===== config.mk =====
export PLATFORM = sky130hd
export DESIGN_NAME = epu_layer_sched
export DESIGN_NICKNAME = d
export VERILOG_FILES = /design/src/rtl/epu_pkg.sv /design/src/rtl/epu_watchdog.sv /design/src/rtl/epu_layer_sched.sv
export SDC_FILE = /design/constraint.sdc
export NUM_CORES = 1
export LEC_CHECK = 0
export CAP_MARGIN = 40
export CORE_ASPECT_RATIO = 0.6
export CORE_MARGIN = 2
export CORE_UTILIZATION = 57
export DETAILED_ROUTE_END_ITERATION = 10
export DONT_BUFFER_PORTS = 1
export PLACE_DENSITY = 0.75
export SYNTH_ARGS = -nofsm -noshare
export SYNTH_HDL_FRONTEND = slang
export SYNTH_SLANG_ARGS = --single-unit
export TNS_END_PERCENT = 5

===== constraint.sdc =====
create_clock -name clk -period 2.6 [get_ports clk]
set_input_delay 0.13 -clock clk [delete_from_list [all_inputs] [get_ports clk]]
set_output_delay 0.13 -clock clk [all_outputs]
set_load 0.02 [all_outputs]

===== src/rtl/epu_pkg.sv =====
// Shared types and constants for the EPU layer scheduler: FSM states, error codes
// and descriptor word field positions.
package epu_pkg;

  typedef enum logic [3:0] {
    IDLE,
    RD_CNT,
    RD_OP,
    RD_W8,
    LAUNCH,
    WAIT,
    ADV,
    DONE,
    ERR
  } state_t;

  localparam logic [1:0] ERR_NONE      = 2'b00;
  localparam logic [1:0] ERR_BAD_ENG   = 2'b01;
  localparam logic [1:0] ERR_TIMEOUT   = 2'b10;
  localparam logic [1:0] ERR_LAYER_CNT = 2'b11;

  localparam int CNT_LSB    = 0;
  localparam int CNT_W      = 8;
  localparam int ENG_ID_LSB = 0;
  localparam int ENG_ID_W   = 3;
  localparam int NOSWAP_BIT = 8;

  localparam logic WRITE_ENB = 1'b1;
  localparam logic WRITE_DIS = 1'b0;

endpackage


===== src/rtl/epu_watchdog.sv =====
// Loadable up-counter with a terminal flag; holds at the terminal count until reloaded.
module epu_watchdog
  import epu_pkg::*;
#(
  parameter int LIMIT = 1 << 20
) (
  input  logic clk,
  input  logic rstn,
  input  logic load,
  input  logic en,
  output logic tc
);

  localparam int CW = $clog2(LIMIT) + 1;

  logic [CW-1:0] cnt;

  assign tc = (cnt == CW'(LIMIT - 1));

  always_ff @(posedge clk or negedge rstn) begin
    if (!rstn) begin
      cnt <= '0;
    end else if (load) begin
      cnt <= '0;
    end else if (en && !tc) begin
      cnt <= cnt + 1'b1;
    end
  end

endmodule


===== src/rtl/epu_layer_sched.sv =====
// Network-level sequencer: walks a layer descriptor list in SRAM, launches one engine
// per layer, waits for its finish under a watchdog and flips the ping-pong buffer.
module epu_layer_sched
  import epu_pkg::*;
#(
  parameter int NUM_ENG    = 4,
  parameter int MAX_LAYERS = 255,
  parameter int TMO_CYC    = 1 << 20
) (
  input  logic               clk,
  input  logic               rstn,
  input  logic               start,
  output logic               desc_cs,
  output logic [31:0]        desc_addr,
  input  logic [31:0]        desc_rdata,
  output logic [NUM_ENG-1:0] eng_start,
  output logic [31:0]        eng_w8,
  input  logic [NUM_ENG-1:0] eng_finish,
  output logic               buf_sel,
  output logic               busy,
  output logic               done,
  output logic               err,
  output logic [1:0]         err_code,
  output logic [7:0]         layer_idx
);

  state_t               state;
  logic                 rd_ph;
  logic [CNT_W-1:0]     n_cnt;
  logic [ENG_ID_W-1:0]  op_id;
  logic                 op_nosw;
  logic [NUM_ENG-1:0]   sel_mask;
  logic [CNT_W-1:0]     cnt_field;
  logic                 cnt_bad;
  logic                 id_bad;
  logic                 fin_hit;
  logic                 wd_run;
  logic                 wd_tc;

  assign cnt_field = desc_rdata[CNT_LSB +: CNT_W];
  assign cnt_bad   = (cnt_field == '0) || (32'(cnt_field) > 32'(MAX_LAYERS));
  assign id_bad    = 32'(op_id) >= 32'(NUM_ENG);
  // Only the engine we launched may advance the sequence.
  assign fin_hit   = |(eng_finish & sel_mask);
  assign wd_run    = (state == LAUNCH) || (state == WAIT);

  epu_watchdog #(
    .LIMIT(TMO_CYC)
  ) u_wd (
    .clk (clk),
    .rstn(rstn),
    .load(~wd_run),
    .en  (wd_run),
    .tc  (wd_tc)
  );

  // Each descriptor read spans two cycles: rd_ph=0 issues the address,
  // rd_ph=1 sees the returned word and consumes it.
  always_ff @(posedge clk or negedge rstn) begin
    if (!rstn) begin
      state     <= IDLE;
      rd_ph     <= 1'b0;
      n_cnt     <= '0;
      op_id     <= '0;
      op_nosw   <= 1'b0;
      sel_mask  <= '0;
      desc_cs   <= WRITE_DIS;
      desc_addr <= '0;
      eng_start <= '0;
      eng_w8    <= '0;
      buf_sel   <= 1'b0;
      busy      <= 1'b0;
      done      <= 1'b0;
      err       <= 1'b0;
      err_code  <= ERR_NONE;
      layer_idx <= '0;
    end else begin
      eng_start <= '0;
      case (state)
        IDLE: begin
          if (start) begin
            state     <= RD_CNT;
            rd_ph     <= 1'b0;
            desc_cs   <= WRITE_ENB;
            desc_addr <= '0;
            busy      <= 1'b1;
            err       <= 1'b0;
            err_code  <= ERR_NONE;
            layer_idx <= '0;
            buf_sel   <= 1'b0;
          end
        end
        RD_CNT: begin
          rd_ph <= ~rd_ph;
          if (rd_ph) begin
            if (cnt_bad) begin
              state    <= ERR;
              desc_cs  <= WRITE_DIS;
              err      <= 1'b1;
              err_code <= ERR_LAYER_CNT;
            end else begin
              state     <= RD_OP;
              n_cnt     <= cnt_field;
              desc_addr <= {23'd0, layer_idx, 1'b1};
            end
          end
        end
        RD_OP: begin
          rd_ph <= ~rd_ph;
          if (rd_ph) begin
            state     <= RD_W8;
            op_id     <= desc_rdata[ENG_ID_LSB +: ENG_ID_W];
            op_nosw   <= desc_rdata[NOSWAP_BIT];
            desc_addr <= {23'd0, layer_idx + 8'd1, 1'b0};
          end
        end
        RD_W8: begin
          rd_ph <= ~rd_ph;
          if (rd_ph) begin
            desc_cs <= WRITE_DIS;
            if (id_bad) begin
              state    <= ERR;
              err      <= 1'b1;
              err_code <= ERR_BAD_ENG;
            end else begin
              state     <= LAUNCH;
              eng_w8    <= desc_rdata;
              eng_start <= NUM_ENG'(1) << op_id;
              sel_mask  <= NUM_ENG'(1) << op_id;
            end
          end
        end
        LAUNCH: begin
          state <= WAIT;
        end
        WAIT: begin
          if (fin_hit) begin
            state <= ADV;
          end else if (wd_tc) begin
            state    <= ERR;
            err      <= 1'b1;
            err_code <= ERR_TIMEOUT;
          end
        end
        ADV: begin
          if (!op_nosw) buf_sel <= ~buf_sel;
          if (layer_idx == n_cnt - 8'd1) begin
            state <= DONE;
            done  <= 1'b1;
          end else begin
            state     <= RD_OP;
            rd_ph     <= 1'b0;
            layer_idx <= layer_idx + 8'd1;
            desc_cs   <= WRITE_ENB;
            desc_addr <= {23'd0, layer_idx + 8'd1, 1'b1};
          end
        end
        DONE: begin
          state <= IDLE;
          done  <= 1'b0;
          busy  <= 1'b0;
        end
        ERR: begin
          state <= IDLE;
          busy  <= 1'b0;
        end
        default: state <= IDLE;
      endcase
    end
  end

endmodule


== Yosys cells after proc, flatten, opt, wreduce, memory -nomap -nowiden ==
Index checks and enable logic that the tools add are counted.
Storage, ports and cells
  word-level logic and storage cells: 131
  input port bits: 39
  output and inout bits: 83
  bits in registers: 125
Operators by class
  add/subtract/negate cells: 3
  shifts and indexed selects: 1
  bitwise logic cells: 5
  magnitude comparators: 1
  equal/unequal tests: 24
  multiplexer cells: 53
  reduce and logical (&&, ||, !) cells: 27
Operators with widths (count)
  $mux W32: 5
  $pmux W32 S4: 1
  $mux W4: 11
  $mux W21: 2
  $pmux W4 S7: 1
  $ne A2 B2 Y1 const B: 12
  $add A21 B1 Y21 const B: 1
  $eq A21 B20 Y1 const B: 1
  $eq A4 B3 Y1 const B: 4
  $mux W8: 2
  $pmux W8 S2: 1
  $mux W1: 15
  $reduce_and A3 Y1: 5
  $mux W2: 7
  $reduce_and A6 Y1: 2
  $reduce_bool A4 Y1: 3
  $add A8 B1 Y8 const B: 1
  $eq A4 B2 Y1 const B: 2
  $eq A8 B8 Y1: 1
  $logic_not A8 Y1: 1
  $pmux W1 S4: 2
  $pmux W2 S4: 1
  $reduce_and A8 Y1: 1
  $sub A8 B1 Y8 const B: 1
  22 further kinds: 31

== Longest topological paths before layout ==
  word-level depth: 5
  gate-level depth with buffers: 9
  depth with buffers taken out: 8

== Hierarchy ==
A second synthesis with hierarchy kept.
Second synthesis, totals
  cells, all modules: 501
  area total of the unflattened synthesis: 5357.6 um^2
Modules (own cells, without submodules)
  epu_layer_sched: times used 1, cells an instance 360, area an instance 4055.1 um^2, seq. area each 2026.9 um^2
  epu_watchdog: times used 1, cells an instance 141, area an instance 1302.5 um^2, seq. area each 525.5 um^2

== Least setup slack after synthesis ==
OpenSTA, ideal clock, no wires.
  path type: register to register
  start: register n_cnt[0]
  end: register desc_addr[0]
  stages on the path, launching flop included: 9
  buffers on the path: 0
  data arrival time: 2.295 ns
  slack: 0.181 ns
  clock period less this slack: 2.419 ns
  setup time: 0.125 ns
  data required time: 2.475 ns
  cell sequence: dfrtp_1 > inv_1 > ha_1 > or3b_1 > o31a_1 > o211ai_2 > a311oi_4 > nor3_4 > mux2_2
On the way
  longest elaborated chain between the ends: 4
Ends and longest elaborated chain
  from (decl): RTL line epu_layer_sched.sv:29  | logic [CNT_W-1:0] n_cnt;
  from (signal assigned): RTL line epu_layer_sched.sv:103  | n_cnt <= cnt_field;
  $sub A8 B1 Y8: RTL line epu_layer_sched.sv:147  | if (layer_idx == n_cnt - 8'd1) begin
  $eq A8 B8 Y1: RTL line epu_layer_sched.sv:147
  $ne A2 B2 Y1 (no line)
  $reduce_and A6 Y1 (no line)
  to (signal assigned): RTL line epu_layer_sched.sv:104  | desc_addr <= {23'd0, layer_idx, 1'b1};
  to (signal assigned): RTL line epu_layer_sched.sv:114  | desc_addr <= {23'd0, layer_idx + 8'd1, 1'b0};
  to (signal assigned): RTL line epu_layer_sched.sv:155  | desc_addr <= {23'd0, layer_idx + 8'd1, 1'b1};
  to (decl): RTL line epu_layer_sched.sv:14  | output logic [31:0] desc_addr,
No other way between the ends.
A chain may end at the register's enable or synchronous reset.

== Final worst setup path ==
  start: register n_cnt[0]
  end: register desc_addr[7]
Same word-level chain as after synthesis.

==> flow_metrics.env <==
export IMPL_finalWorstSetupSlack_ns=0.1540
export IMPL_ir_drop_v=0.0006732
export IMPL_clock_tree_htree_level_count=3
export IMPL_mean_instance_size_in_the_synthesized_netlist_sq_um=9.574
export IMPL_finalCritPeriodShare_pct=94.08
export IMPL_total_via_count_after_detailed_routing=4037
export IMPL_worst_setup_path_type="flip-flop to flip-flop"
export IMPL_grt_setup_unrepaired="no"
export IMPL_timing_hold_worst_start="start"
export IMPL_yosys_cell_types_count=60
export IMPL_postSynthRegisterBits=102
export IMPL_placement_io_buffers=0
export IMPL_globalRoute_totalOverflow=0
export IMPL_final_net_count=625
export IMPL_cts_setup_buffers=0
export IMPL_grt_antenna_before_repair=0
export IMPL_worst_slew_pin_transition_ns=0.7333
export IMPL_critical_path_sink_type="flip-flop"
export IMPL_dp_hpwl_um=8255
export IMPL_hold_path_end="err$_DFFE_PN0P_"
export IMPL_clock_tree_from_tritoncts="done"
export IMPL_regToRegStartpoint="n_cnt[0]$_DFFE_PN0P_"
export IMPL_start_util_pct=59.30
export IMPL_syn_area_sq_mm=0.005112
export IMPL_report_power_total_mw=6.434
export IMPL_fp_dieW_um=126.3
export IMPL_synth_warning_count=0
export IMPL_cts_root_buf="sky130_fd_sc_hd__clkbuf_16"
export IMPL_track_usage_pct=25.84
export IMPL_layout_cell_share_with_drive_strength_beyond_1_pct=13.10
export IMPL_postLayoutCellArea_sq_mm=0.005949
export IMPL_crit_start="n_cnt[0]$_DFFE_PN0P_"
export IMPL_routabilityCongestion=0.9279
export IMPL_post_drt_via_cell_ratio=5.767
export IMPL_hold_viol_final=0
export IMPL_core_region_area_sq_mm=0.008621
export IMPL_crit_path_top_delay_cell="sky130_fd_sc_hd__a311oi_4"
export IMPL_cellPowerDensity_mw_per_mm2=1081
export IMPL_slew_headroom_pct=51.12
export IMPL_synthArstFlopShare_pct=100.0
export IMPL_grt_start_max_net_pins=103
export IMPL_critical_path_required_ns=2.83
export IMPL_total_leakage_power_nw=2.795
export IMPL_final_max_slew_violation_count=0
export IMPL_hp_class="primary input to flip-flop"
export IMPL_antenna_cells_inserted=0
export IMPL_place_area_sq_mm=0.005299
export IMPL_grt_pass1_wl_um=19970
export IMPL_sw_frac_of_total_pct=42.08
export IMPL_route_detailed_drc=0
export IMPL_comb_power_share_pct=34.9
export IMPL_p_int_mw=3.727
export IMPL_startpoint_type="flip-flop"
export IMPL_clock_skew_ns=0.008836
export IMPL_area_grow_syn2layout_pct=16.37
export IMPL_final_min_clock_period_ns=2.446
export IMPL_setup_violations=0
export IMPL_timing_setup_tns_ns=0
export IMPL_power_share_clock_pct=20.2
export IMPL_regToRegEndpoint="desc_addr[7]$_DFFE_PN0P_"
export IMPL_dr_pass1_iters=5
export IMPL_tritoncts_num_buffers=9
export IMPL_path_clk_slew_ns=0.07
export IMPL_p_sw_mw=2.707
export IMPL_route_final_wire_length_um=12220
export IMPL_io_pins=122
export IMPL_crit_chain="inv_1 -> ha_1 -> or3b_1 -> nor4_1 -> o211ai_2 -> a311oi_4 -> nor3_4 -> buf_12 -> mux2_1"
export IMPL_postRouteAntennaNets=0
export IMPL_clk_latency_ns=0.35
export IMPL_synth_top_flop_cell="sky130_fd_sc_hd__dfrtp_1"
export IMPL_rows=26
export IMPL_sequential_fraction_of_the_synthesis_area_pct=49.93
export IMPL_status="finished clean"
export IMPL_place_ws_ns=0.1224
export IMPL_sequentialPowerShare_pct=45.0
export IMPL_slowest_delay_ns=0.41
export IMPL_rrSetupSlack_ns=0.15
export IMPL_holdPathStages=2
export IMPL_post_synth_inst_count=534
export IMPL_maxClockFrequency_ghz=0.4088
export IMPL_cp_data_arrival_time_ns=2.68
export IMPL_drt_iter0_drc=433
export IMPL_reg2regPathDepth=9
export IMPL_number_of_synthesized_flops_with_an_enable_pin=0
export IMPL_die_area_sq_mm=0.009768
export IMPL_die_height_um=77.36
export IMPL_grt_pass1_vias=3847
export IMPL_cts_root_to_sink_buffers=2
export IMPL_critPathMaxFanout=9
export IMPL_count_of_max_cap_constraint_violations=0
export IMPL_route_detailed_wl_per_inst_um=17.45
export IMPL_cts_sinks=102
==> routing by layer <==
| layer | wire (um) | GRT usage (%) |
|---|---|---|
| met5 | 0 | 0 |
| met4 | 185 | 6.703 |
| met3 | 1255 | 8.828 |
| met2 | 4987 | 35.75 |
| met1 | 5788 | 38.92 |
==> metrics by stage <==
stage	std cells	hold WS, ns	util, %
after global placement	649	-0.1637	61.47
after CTS	700	0.02791	68.98
final	700	0.05555	69.01
after floorplan	556	-0.1656	-
after detailed placement	649	-0.1644	61.47
after global routing	700	0.06101	69.01
==> power by group through the flow <==
stage,logic [mW],clock network (mW),registers [mW]
3_3_place_gp,2.04,0,2.89
4_1_cts,2.21,1.33,2.89
3_5_place_dp,2.14,0,2.90
5_1_grt,2.50,1.39,2.95
2_1_floorplan,1.63,0,2.78
6_report,2.24,1.30,2.89
==> cells in the final DEF, fill, tap and decap left out, types with 7 or more instances in the layout <==
cell and n:
sky130_fd_sc_hd__nand4_1 9, sky130_fd_sc_hd__o31ai_1 12, sky130_fd_sc_hd__a21oi_1 15, sky130_fd_sc_hd__nor2_1 42, sky130_fd_sc_hd__inv_1 8, sky130_fd_sc_hd__xor2_1 11
sky130_fd_sc_hd__xnor2_1 13, sky130_fd_sc_hd__nand2b_1 10, sky130_fd_sc_hd__clkbuf_16 9, sky130_fd_sc_hd__a21o_1 7, sky130_fd_sc_hd__nand3_1 14, sky130_fd_sc_hd__nand2_1 121
sky130_fd_sc_hd__mux2_2 22, sky130_fd_sc_hd__buf_4 26, sky130_fd_sc_hd__dfrtp_1 102, sky130_fd_sc_hd__dlygate4sd3_1 34, sky130_fd_sc_hd__nor3_1 9, sky130_fd_sc_hd__and3_1 10
sky130_fd_sc_hd__o21ai_0 19, sky130_fd_sc_hd__conb_1 23
==> how the worst max path moves through the flow <==
stage	to	slack, ns	depth (start not counted)
floorplan	desc_addr[0]$_DFFE_PN0P_	0.18	8
global placement	layer_idx[1]$_DFFE_PN0P_	0.22	8
detailed placement	layer_idx[7]$_DFFE_PN0P_	0.12	8
CTS	layer_idx[7]$_DFFE_PN0P_	0.13	8
global route	desc_addr[3]$_DFFE_PN0P_	0.006	8
finish	desc_addr[7]$_DFFE_PN0P_	0.15	9
==> cell families after synthesis <==
kind of cell,Yosys count,share of synthesized area (%)
AOI/OAI and AO/OA,85,12.07
xor gates and xnor gates,24,4.112
adders and majority gates,3,0.7343
buffers and inverters,55,5.898
DFF,102,49.93
muxes,23,5.066
other,1,0.07335
and+or+nand+nor,241,22.12
==> synthesized netlist by cell type (3+ instances only) <==
library cell / number / share of area [%]
sky130_fd_sc_hd__nand3_1: 14 / 1.4
sky130_fd_sc_hd__and3_1: 10 / 1.2
sky130_fd_sc_hd__clkbuf_1: 16 / 1.2
sky130_fd_sc_hd__mux2_2: 22 / 4.8
sky130_fd_sc_hd__buf_4: 23 / 3.4
sky130_fd_sc_hd__dfrtp_1: 102 / 50
sky130_fd_sc_hd__nor2_1: 42 / 3.1
sky130_fd_sc_hd__nor4_1: 5 / 0.61
sky130_fd_sc_hd__nand2_1: 121 / 8.9
sky130_fd_sc_hd__buf_2: 7 / 0.69
sky130_fd_sc_hd__o31ai_1: 12 / 1.8
sky130_fd_sc_hd__nand4_1: 9 / 1.1
sky130_fd_sc_hd__xor2_1: 11 / 1.9
sky130_fd_sc_hd__ha_1: 3 / 0.73
sky130_fd_sc_hd__a21o_1: 7 / 1.0
sky130_fd_sc_hd__inv_1: 8 / 0.59
sky130_fd_sc_hd__nand2b_1: 10 / 1.2
sky130_fd_sc_hd__xnor2_1: 13 / 2.2
sky130_fd_sc_hd__nor3_1: 9 / 0.88
sky130_fd_sc_hd__o21ai_0: 19 / 1.9
sky130_fd_sc_hd__and2_1: 4 / 0.49
sky130_fd_sc_hd__o41ai_2: 3 / 0.95
sky130_fd_sc_hd__a21oi_1: 15 / 1.5
sky130_fd_sc_hd__a31oi_1: 5 / 0.61
==> worst max-delay path, delay by kind of cell (launching register included) <==
| kind | cells | cell delay (ns) |
|---|---|---|
| DFF | 1 | 0.38 |
| and+or+nand+nor | 3 | 0.74 |
| AOI/OAI and AO/OA | 2 | 0.54 |
| muxes | 1 | 0.30 |
| buffers and inverters | 2 | 0.21 |
| adders and majority gates | 1 | 0.16 |
==> sequential cells by signal, summed over array words and instances, names as in the netlist, 4 cells and up <==
register / count
layer_idx: 8
eng_w8: 32
u_wd.cnt: 21
sel_mask: 4
n_cnt: 8
eng_start: 4
desc_addr: 9
state: 4
==> layout make-up <==
cell class                      instances  area, sq um
Inverter                                8        30.03
Sequential cell                       102         2552
Multi-Input combinational cell        399         2344
Clock inverter                          6        51.30
Timing Repair Buffer                   63        603.1
Tap cell                              112        140.1
Fill cell                             635         2671
Clock buffer                           10        229.0
==> timing repair <==
item                                    4_1_cts  5_1_grt
resized for setup                             0        1
hold buffers                                 35        0
hold endpoints to repair                    147        0
endpoints found under the setup margin        0        1
Power figures use the tool's default switching activity.
